===== src/rtl/cnn_io_pkg.sv =====
// Shared definitions for the CNN configuration header path: byte offsets,
// default layer limit, captured-field payload and the reader state encoding.
package cnn_io_pkg;

    localparam int unsigned HDR_FSIZE      = 0;
    localparam int unsigned HDR_NLAYERS    = 1;
    localparam int unsigned HDR_FOFF       = 2;
    localparam int unsigned HDR_DOFF       = 4;
    localparam int unsigned HDR_COUNTS     = 6;

    localparam int unsigned MAX_LAYERS_DEF = 10;
    localparam int unsigned IDX_W          = 4;
    localparam int unsigned CNT_W          = 8;

    // Fixed-position header fields as presented to the coordinator
    typedef struct packed {
        logic [7:0]  fsize;
        logic [7:0]  nlayers;
        logic [15:0] foff;
        logic [15:0] doff;
    } hdr_fields_t;

    typedef enum logic [2:0] {
        ST_IDLE     = 3'd0,
        ST_RD_HDR   = 3'd1,
        ST_RD_FILT  = 3'd2,
        ST_RD_DENSE = 3'd3,
        ST_DRAIN    = 3'd4,
        ST_DONE     = 3'd5,
        ST_ERR      = 3'd6
    } hdr_state_e;

    // True for the states that issue one RAM read per cycle
    function automatic logic is_read_state(input hdr_state_e s);
        return (s == ST_RD_HDR) || (s == ST_RD_FILT) || (s == ST_RD_DENSE);
    endfunction

endpackage


===== src/rtl/layer_count_rf.sv =====
// Per-layer count register file: one write port, one combinational read port
// that returns 0 for indices at or beyond the live limit or the array depth.
module layer_count_rf
    import cnn_io_pkg::*;
#(
    parameter int unsigned DEPTH = MAX_LAYERS_DEF
) (
    input  logic             clk,
    input  logic             RST,
    input  logic             i_clr,
    input  logic             i_we,
    input  logic [IDX_W-1:0] i_waddr,
    input  logic [CNT_W-1:0] i_wdata,
    input  logic [IDX_W-1:0] i_raddr,
    input  logic [7:0]       i_limit,
    output logic [CNT_W-1:0] o_rdata_c
);

    logic [CNT_W-1:0] r_mem [DEPTH];
    logic             w_wr_ok;
    logic             w_rd_ok;

    assign w_wr_ok = i_we && (32'(i_waddr) < DEPTH);
    assign w_rd_ok = (8'(i_raddr) < i_limit) && (32'(i_raddr) < DEPTH);

    // Storage: cleared on reset or on a new header read, else written
    always_ff @(posedge clk) begin
        if (!RST || i_clr) begin
            for (int unsigned i = 0; i < DEPTH; i++) begin
                r_mem[IDX_W'(i)] <= '0;
            end
        end else if (w_wr_ok) begin
            r_mem[i_waddr] <= i_wdata;
        end
    end

    assign o_rdata_c = w_rd_ok ? r_mem[i_raddr] : '0;

endmodule


===== src/rtl/cnn_header_reader.sv =====
// Reads the network configuration header from the shared byte RAM with one
// pipelined read per cycle and holds the captured fields until the next start.
module cnn_header_reader
    import cnn_io_pkg::*;
#(
    parameter int unsigned ADDR_W     = 16,
    parameter int unsigned DATA_W     = 8,
    parameter int unsigned MAX_LAYERS = MAX_LAYERS_DEF,
    parameter int unsigned BASE_ADDR  = 0
) (
    input  logic              clk,
    input  logic              RST,
    input  logic              start,
    output logic [ADDR_W-1:0] ramAddress,
    output logic              ramRead,
    input  logic [DATA_W-1:0] ramDataOut,
    output logic              busy,
    output logic              done,
    output logic              error,
    output logic [7:0]        filterSize,
    output logic [7:0]        numLayers,
    output logic [15:0]       filterOffset,
    output logic [15:0]       denseOffset,
    input  logic [3:0]        layerIdx,
    output logic [7:0]        filterCount,
    output logic [7:0]        denseCount
);

    hdr_state_e        r_state;
    hdr_state_e        w_state_nxt;
    logic [7:0]        r_idx;
    logic [7:0]        w_idx_nxt;

    logic              r_rd;
    logic              r_busy;
    logic              r_done;
    logic              r_error;
    logic [ADDR_W-1:0] r_addr;
    logic              r_pend;
    logic [7:0]        r_pend_idx;
    hdr_fields_t       r_hdr;

    logic              w_rd_nxt;
    logic              w_busy_nxt;
    logic [ADDR_W-1:0] w_addr_nxt;
    logic [7:0]        w_byte;
    logic              w_accept;
    logic              w_reject;
    logic              w_filt_last;
    logic              w_dense_last;
    logic              w_filt_we;
    logic              w_dense_we;
    logic [IDX_W-1:0]  w_filt_waddr;
    logic [IDX_W-1:0]  w_dense_waddr;
    logic [7:0]        w_dense_lim;

    assign w_byte       = 8'(ramDataOut);
    assign w_accept     = start && ((r_state == ST_IDLE) || (r_state == ST_DONE) ||
                                    (r_state == ST_ERR));
    // Byte 1 is on the data bus while byte 2 is being issued; byte 0 is already held
    assign w_reject     = (r_state == ST_RD_HDR) && (r_idx == 8'(HDR_NLAYERS + 1)) &&
                          ((w_byte == 8'd0) || (w_byte > 8'(MAX_LAYERS)) ||
                           (r_hdr.fsize == 8'd0));
    assign w_filt_last  = (r_idx == r_hdr.nlayers + 8'(HDR_COUNTS - 1));
    assign w_dense_last = (r_idx == (r_hdr.nlayers << 1) + 8'(HDR_COUNTS - 2));

    // State register and header byte index of the read issued this cycle
    always_ff @(posedge clk) begin
        if (!RST) begin
            r_state <= ST_IDLE;
            r_idx   <= '0;
        end else begin
            r_state <= w_state_nxt;
            r_idx   <= w_idx_nxt;
        end
    end

    // Next-state and next read index
    always_comb begin
        w_state_nxt = r_state;
        w_idx_nxt   = r_idx;
        case (r_state)
            ST_IDLE, ST_DONE, ST_ERR: begin
                if (start) begin
                    w_state_nxt = ST_RD_HDR;
                    w_idx_nxt   = '0;
                end
            end
            ST_RD_HDR: begin
                w_idx_nxt = r_idx + 8'd1;
                if (w_reject) begin
                    w_state_nxt = ST_ERR;
                end else if (r_idx == 8'(HDR_COUNTS - 1)) begin
                    w_state_nxt = ST_RD_FILT;
                end
            end
            ST_RD_FILT: begin
                w_idx_nxt = r_idx + 8'd1;
                if (w_filt_last) begin
                    w_state_nxt = (r_hdr.nlayers == 8'd1) ? ST_DRAIN : ST_RD_DENSE;
                end
            end
            ST_RD_DENSE: begin
                w_idx_nxt = r_idx + 8'd1;
                if (w_dense_last) begin
                    w_state_nxt = ST_DRAIN;
                end
            end
            ST_DRAIN: begin
                w_state_nxt = ST_DONE;
            end
            default: begin
                w_state_nxt = ST_IDLE;
            end
        endcase
    end

    // Next values of the registered handshake outputs; address holds when idle
    always_comb begin
        w_rd_nxt   = is_read_state(w_state_nxt);
        w_busy_nxt = w_rd_nxt || (w_state_nxt == ST_DRAIN);
        w_addr_nxt = r_addr;
        if (w_rd_nxt) begin
            w_addr_nxt = ADDR_W'(BASE_ADDR + 32'(w_idx_nxt));
        end
    end

    // Registered outputs and the one-deep outstanding-read tracker
    always_ff @(posedge clk) begin
        if (!RST) begin
            r_rd       <= 1'b0;
            r_busy     <= 1'b0;
            r_done     <= 1'b0;
            r_error    <= 1'b0;
            r_addr     <= '0;
            r_pend     <= 1'b0;
            r_pend_idx <= '0;
        end else begin
            r_rd       <= w_rd_nxt;
            r_busy     <= w_busy_nxt;
            r_done     <= (w_state_nxt == ST_DONE);
            r_error    <= (w_state_nxt == ST_ERR);
            r_addr     <= w_addr_nxt;
            r_pend     <= r_rd && !w_reject;
            r_pend_idx <= r_idx;
        end
    end

    // Capture the fixed header fields one cycle after their read
    always_ff @(posedge clk) begin
        if (!RST) begin
            r_hdr <= '0;
        end else if (w_accept) begin
            r_hdr <= '0;
        end else if (r_pend) begin
            case (r_pend_idx)
                8'(HDR_FSIZE):    r_hdr.fsize      <= w_byte;
                8'(HDR_NLAYERS):  r_hdr.nlayers    <= w_byte;
                8'(HDR_FOFF):     r_hdr.foff[15:8] <= w_byte;
                8'(HDR_FOFF + 1): r_hdr.foff[7:0]  <= w_byte;
                8'(HDR_DOFF):     r_hdr.doff[15:8] <= w_byte;
                8'(HDR_DOFF + 1): r_hdr.doff[7:0]  <= w_byte;
                default: ;
            endcase
        end
    end

    // Route count bytes to the filter or dense file by their header position
    assign w_filt_we     = r_pend && (r_pend_idx >= 8'(HDR_COUNTS)) &&
                           (r_pend_idx < r_hdr.nlayers + 8'(HDR_COUNTS));
    assign w_dense_we    = r_pend && (r_pend_idx >= r_hdr.nlayers + 8'(HDR_COUNTS));
    assign w_filt_waddr  = IDX_W'(r_pend_idx - 8'(HDR_COUNTS));
    assign w_dense_waddr = IDX_W'(r_pend_idx - 8'(HDR_COUNTS) - r_hdr.nlayers);
    assign w_dense_lim   = (r_hdr.nlayers == 8'd0) ? 8'd0 : r_hdr.nlayers - 8'd1;

    layer_count_rf #(.DEPTH(MAX_LAYERS)) u_filt_rf (
        .clk       (clk),
        .RST       (RST),
        .i_clr     (w_accept),
        .i_we      (w_filt_we),
        .i_waddr   (w_filt_waddr),
        .i_wdata   (w_byte),
        .i_raddr   (layerIdx),
        .i_limit   (r_hdr.nlayers),
        .o_rdata_c (filterCount)
    );

    layer_count_rf #(.DEPTH(MAX_LAYERS)) u_dense_rf (
        .clk       (clk),
        .RST       (RST),
        .i_clr     (w_accept),
        .i_we      (w_dense_we),
        .i_waddr   (w_dense_waddr),
        .i_wdata   (w_byte),
        .i_raddr   (layerIdx),
        .i_limit   (w_dense_lim),
        .o_rdata_c (denseCount)
    );

    assign ramAddress   = r_addr;
    assign ramRead      = r_rd;
    assign busy         = r_busy;
    assign done         = r_done;
    assign error        = r_error;
    assign filterSize   = r_hdr.fsize;
    assign numLayers    = r_hdr.nlayers;
    assign filterOffset = r_hdr.foff;
    assign denseOffset  = r_hdr.doff;

endmodule


===== config.mk =====
export PLATFORM = sky130hd
export DESIGN_NAME = cnn_header_reader
export DESIGN_NICKNAME = d
export VERILOG_FILES = /design/src/rtl/cnn_io_pkg.sv /design/src/rtl/layer_count_rf.sv /design/src/rtl/cnn_header_reader.sv
export SDC_FILE = /design/constraint.sdc
export NUM_CORES = 1
export LEC_CHECK = 0
export CORE_MARGIN = 2
export CORE_UTILIZATION = 43
export DETAILED_ROUTE_END_ITERATION = 8
export SKIP_CTS_REPAIR_TIMING = 1
export SYNTH_ARGS = -nofsm -noshare
export SYNTH_HDL_FRONTEND = slang
export SYNTH_SLANG_ARGS = --single-unit

===== constraint.sdc =====
create_clock -name clk -period 5 [get_ports clk]
set_input_delay 0.5 -clock clk [delete_from_list [all_inputs] [get_ports clk]]
set_output_delay 0.5 -clock clk [all_outputs]
set_load 0.005 [all_outputs]

# Word-level counts from Yosys, hierarchy flattened
# Memory sizes are Yosys's and may differ from the RTL's.
# Cells that the tools add are included.
# word_totals
inputBits,15
wordCells,119
memories,2
ram_bits,160
regBits,80
# classes
muxes,26
n_reduce_logical,37
bitwise_logic,1
eq_ne,22
n_lt_le_gt_ge,9
n_addsub,7
# mem_list
memory,words,width,read_ports,rd_clocked_by_memory_dff,write_ports,line,source
u_dense_rf.r_mem,10,8,1,0,10,layer_count_rf.sv:19,logic [CNT_W-1:0] r_mem [DEPTH];
u_filt_rf.r_mem,10,8,1,0,10,layer_count_rf.sv:19,
# ops
operator,count
two-way mux 8 bit,6
logical NOT 8 bit,4
"adder 8 x 3 -> 8 bit, second input constant",3
"== test 8 x 2 -> 1 bit, second input constant",3
"== test 8 x 3 -> 1 bit, second input constant",3
"== test 3 bit, second input constant",6
two-way mux 3 bit,6
"== test 8 x 1 -> 1 bit, second input constant",2
== test 8 bit,2
< comparator 4 x 8 -> 1 bit,2
case mux 8 bit (2 select lines),1
OR reduction 8 bit,2
case mux 3 bit (5 select lines),1
"== test 3 x 2 -> 1 bit, second input constant",4
"< comparator 4 bit, second input constant",3
AND reduction 2 bit,6
logical AND 1 bit,11
two-way mux 1 bit,10
"adder 8 x 1 -> 8 bit, second input constant",1
">= comparator 8 x 3 -> 1 bit, second input constant",1
>= comparator 8 bit,1
"greater-than comparator 8 x 4 -> 1 bit, second input constant",1
logical OR 1 bit,8
< comparator 8 bit,1
10 further kinds,14

# Logic depth before layout (Yosys ltp)
# depth
ltp_word,10
mapped_depth,15
mapped_depth_nobuf,12

# By module
# From an unflattened synthesis, not the netlist that was laid out.
# unflattened
hier_cells,1083
hier_area_um2,12125.4
# by_module_without_submodules
module,n_inst,area_each_um2,cells_per_inst
cnn_header_reader,1,4450.5,507
layer_count_rf (u_filt_rf),1,3848.7,288
layer_count_rf (u_dense_rf),1,3826.2,288

# Least setup slack after synthesis
# No wires, ideal clock.
# synth_timing
path_type,reg2reg
from,reg r_hdr (netlist bit numLayers[1])
to,mem u_dense_rf.r_mem[9][0] (enable)
n_path_buf,3
path_slack_ns,1.221
setup_ns,0.385
arrival_time_ns,3.394
required_time_ns,4.615
path_stages_with_launch,15
cell_sequence,dfxtp_1 -> clkbuf_1 -> inv_1 -> ha_1 -> nor2_1 -> xnor2_1 -> ha_1 -> a21o_1 -> a21o_1 -> a21o_1 -> nor2_1 -> nor3_1 -> clkbuf_1 -> clkbuf_1 -> a21boi_0
# synth_rtl
item,line,source
from (decl),cnn_header_reader.sv:41,hdr_fields_t r_hdr;
to (decl),layer_count_rf.sv:19,

# Final worst setup path
# layout_timing
from,reg r_hdr (netlist bit numLayers[1])
to,out denseCount[7]
# layout_via
elab_chain_len,5
# layout_rtl
item,line,source
subtractor 8 x 1 -> 8 bit / logical NOT 8 bit (equally long branches),cnn_header_reader.sv:174,assign w_dense_lim = (r_hdr.nlayers == 8'd0) ? 8'd0 : r_hdr.nlayers - 8'd1;
two-way mux 8 bit (*),cnn_header_reader.sv:174,
< comparator 4 x 8 -> 1 bit (*),layer_count_rf.sv:24,assign w_rd_ok = (8'(i_raddr) < i_limit) && (32'(i_raddr) < DEPTH);
logical AND 1 bit (*),layer_count_rf.sv:24,
two-way mux 8 bit (*),layer_count_rf.sv:37,assign o_rdata_c = w_rd_ok ? r_mem[i_raddr] : '0;
to (decl),cnn_header_reader.sv:26,output logic [7:0] denseCount
# Mark *: on every way between the ends. The rest lies on a longest branch, timed or not.

==> impl_metrics.csv <==
group,metric,value,unit
cells_and_area,register_area,0.007848,mm²
pwr,vdd_drop_max,0.0002472,V
logic_synthesis,avgSynthCellArea,12.37,µm²
placed_design,dp_hpwl,21580,µm
cells_and_area,area_growth,18.60,%
detailed_routing,firstDrtPassIters,5,
timing,period_share,92.16,%
critical_path,critPathCapture,"denseCount[7]",
floorplan,die-height,180.2,µm
floorplan,die_x,180.2,µm
placed_design,placed_area,0.01482,mm²
pwr,powerDensity,338.5,mW/mm²
clocking,cts_made_buffers,30,
critical_path,crit_buf_inv,2,
grt,grt.total_usage,19.60,%
critical_path,critPathCaptureType,"output pin",
critical_path,critical-path-top-delay-family,"compound AO/OA/AOI/OAI gates",
grt,grt_pass1_vias,8730,
detailed_routing,drc,0,
timing,slew_violations,0,
logic_synthesis,ys_types,64,
placed_design,portBuffers,90,
detailed_routing,drt_iter0_drc,649,
timing,clock_skew,10.86,ps
critical_path,critPathLaunch,"numLayers[1]$_SDFFE_PP0P_",
timing,final-hold-violation-count,0,
cells_and_area,layout_commonest_cell,"edfxtp_1",
detailed_routing,wl_per_cell,19.56,µm
logic_synthesis,syn_inst,1079,
timing,fin_tns_setup,0,ps
clocking,cts_root_buffer,"clkbuf_16",
floorplan,core,0.03059,mm²
floorplan,start_util,43.62,%
critical_path,worst-setup-path-type,"reg -> out",
grt,grt_pass1_wl,50090,µm
detailed_routing,vias,8663,
flow_run,drv_cap,0,
timing,post-route-min-period,4608,ps
grt,gr-total-overflow,0,
cells_and_area,antenna_cells,0,
detailed_routing,via_per_inst,5.308,
floorplan,top_level_ports,99,
min_path,hp-start,"ramAddress[5]$_SDFFE_PN0P_",
clocking,path_clk_slew,70,ps
pwr,leakage,5.895,nW
critical_path,arrival,4110,ps
placed_design,place.gp.congestion,0.8261,
status,status,"complete, no violations",
logic_synthesis,synth_seq_area_share,58.81,%
critical_path,worstSetupStartpointType,"register",
timing,finalSetupViolations,0,
timing,timing.slew.headroom,38.26,%
logic_synthesis,synth_compound_area_share,5.045,%
logic_synthesis,synthFlopType,"edfxtp_1",
logic_synthesis,synth-simple-area-share,14.68,%
clocking,cts_tree,"built",
logic_synthesis,netlist_area,0.01334,mm²
timing,tightest_slew,921.1,ps
logic_synthesis,synthMuxAreaShare,13.37,%
clocking,htreeDepth,1,
logic_synthesis,synth_xor_area_share,1.969,%
min_path,hold_path.class,"reg -> reg",
critical_path,crit_path_max_incr_delay,710,ps
logic_synthesis,synthAdderAreaFrac,2.813,%
critical_path,r2r_start,"numLayers[1]$_SDFFE_PP0P_",
critical_path,rrSetupSlack,870,ps
critical_path,cp_cell_sequence,"inv_1 -> ha_1 -> nand2b_1 -> or3_1 -> nand2b_1 -> ha_1 -> a21boi_0 -> o21ai_0 -> o2bb2ai_1 -> o41ai_4 -> nor2b_1 -> clkdlybuf4s50_1",
critical_path,crit_slowest_cell,"o41ai_4",
logic_synthesis,ys_seq_elements,288,
critical_path,path_depth,12,
logic_synthesis,synth_edf_count,208,
timing,max_clock_freq,0.2170,GHz
clocking,cts_buffer_depth,3,
clocking,clock_latency,550,ps
critical_path,rr_endpoint,"u_filt_rf.r_mem[0][5]$_SDFFCE_PN0P_",
detailed_routing,antenna_left,0,
cells_and_area,fill_cells,2673,
grt,grt_start_max_net_pins,50,
logic_synthesis,async_reset_ff_share,0,%
cells_and_area,drive_gt1_share,12.30,%
cells_and_area,nets,1256,
floorplan,placementRows,64,
cells_and_area,multi_input_area,0.005264,mm²
critical_path,reg2regPathDepth,13,
grt,antenna_found_initial,0,
logic_synthesis,synth_top_family_by_area,"simple AND/OR/NAND/NOR gates",
critical_path,path_max_fanout,13,
critical_path,crit_required,4500,ps
clocking,cts_sinks,288,
cells_and_area,layout_common_cells,"edfxtp_1 (208), nor2_1 (207), clkdlybuf4s50_1 (88), dfxtp_1 (80), nand2_1 (76)",
detailed_routing,drt-total-wl,31920,µm
floorplan,die_area,0.03245,mm²
logic_synthesis,yosys_warnings,0,
timing,rsz0062_at_grt,"no",
cells_and_area,final_cell_area,0.01583,mm²
flip-flops by register name (all words and copies together), names as in the netlist:
name and count:
busy 1, denseOffset 16, done 1, error 1, filterOffset 16, filterSize 8, numLayers 8, r_idx 8
r_pend 1, r_pend_idx 8, r_state 3, ramAddress 8, ramRead 1, u_dense_rf.r_mem 128, u_filt_rf.r_mem 80
worst min-delay path by stage:
stage                                 end  slack [ps]  cells past startpoint
2_1_floorplan           r_pend$_SDFF_PN0_         440                      2
3_3_place_gp   ramAddress[6]$_SDFFE_PN0P_         450                      2
3_5_place_dp            r_pend$_SDFF_PN0_         460                      2
4_1_cts                 r_pend$_SDFF_PN0_         470                      2
5_1_grt        ramAddress[6]$_SDFFE_PN0P_         490                      2
6_report       ramAddress[5]$_SDFFE_PN0P_         470                      2
power breakdown:
group / switching [mW] / internal (mW) / total, mW
Sequential: 0.0414 / 2.67 / 2.71
Combinational: 0.226 / 0.169 / 0.396
Clock: 0.929 / 1.32 / 2.25
per-stage QoR:
| stage | hold slack [ps] | utilization, % | setup WS, ps | power [mW] | instances |
|---|---|---|---|---|---|
| global route | 493.7 | 51.73 | 82.69 | 5.533 | 1632 |
| floorplan | 435.5 | - | 1221 | 3.011 | 1134 |
| detailed placement | 456.0 | 48.45 | 923.9 | 3.160 | 1577 |
| finish | 467.2 | 51.73 | 392.0 | 5.357 | 1632 |
| global placement | 450.3 | 48.45 | 1012 | 3.154 | 1577 |
| CTS | 468.3 | 51.73 | 353.1 | 5.393 | 1632 |
layout make-up:
cell class              instances  area share (%)
repair buffers                114           6.784
flip-flops and latches        288           49.59
multi-input cells             742           33.26
clock inverters                18          0.9171
inverters                      37          0.8776
well taps                     396           3.131
clock buffers                  37           5.440
cells by family (layout without fill, tap and decap cells):
group / after synthesis / count (layout)
AO/OA/AOI/OAI: 97 / 97
XOR/XNOR: 30 / 30
adder cells (fa/ha/maj): 29 / 29
buffers and inverters: 104 / 206
flip-flops: 288 / 288
multiplexers: 107 / 107
other: 1 / 56
AND/OR/NAND/NOR: 423 / 423
tightest hold or removal path, cell delays in order (launching register included):
cell,delay (ps)
dfxtp_1,310
nand2_1,50
mux2i_1,60
layer usage:
| metal | share of wire (%) | GRT usage (%) | vias to the layer above |
|---|---|---|---|
| li1 | - | - | 4119 |
| met1 | 44 | 27.10 | 4242 |
| met2 | 47 | 31.65 | 255 |
| met3 | 6.4 | 3.759 | 47 |
| met4 | 2.6 | 5.774 | 0 |
| met5 | 0 | 0 | - |
Yosys cell counts, types with 7 or more instances:
master / n / area share, %
nand4_1: 12 / 0.56
mux4_2: 56 / 9.5
clkbuf_1: 43 / 1.2
buf_2: 8 / 0.30
ha_1: 26 / 2.4
dfxtp_1: 80 / 12
inv_1: 33 / 0.93
edfxtp_1: 208 / 47
buf_1: 7 / 0.20
xor2_1: 14 / 0.92
nand3_1: 36 / 1.4
and2_1: 16 / 0.75
a21oi_1: 29 / 1.1
xnor2_1: 16 / 1.1
mux2_2: 10 / 0.84
nand2_1: 76 / 2.1
nor2_1: 207 / 5.8
nor2b_1: 15 / 0.70
buf_4: 8 / 0.45
and3_1: 13 / 0.61
mux2i_1: 41 / 3.1
a21o_1: 7 / 0.39
o21ai_0: 14 / 0.53
Note: power is estimated with default switching activity, not from simulation.
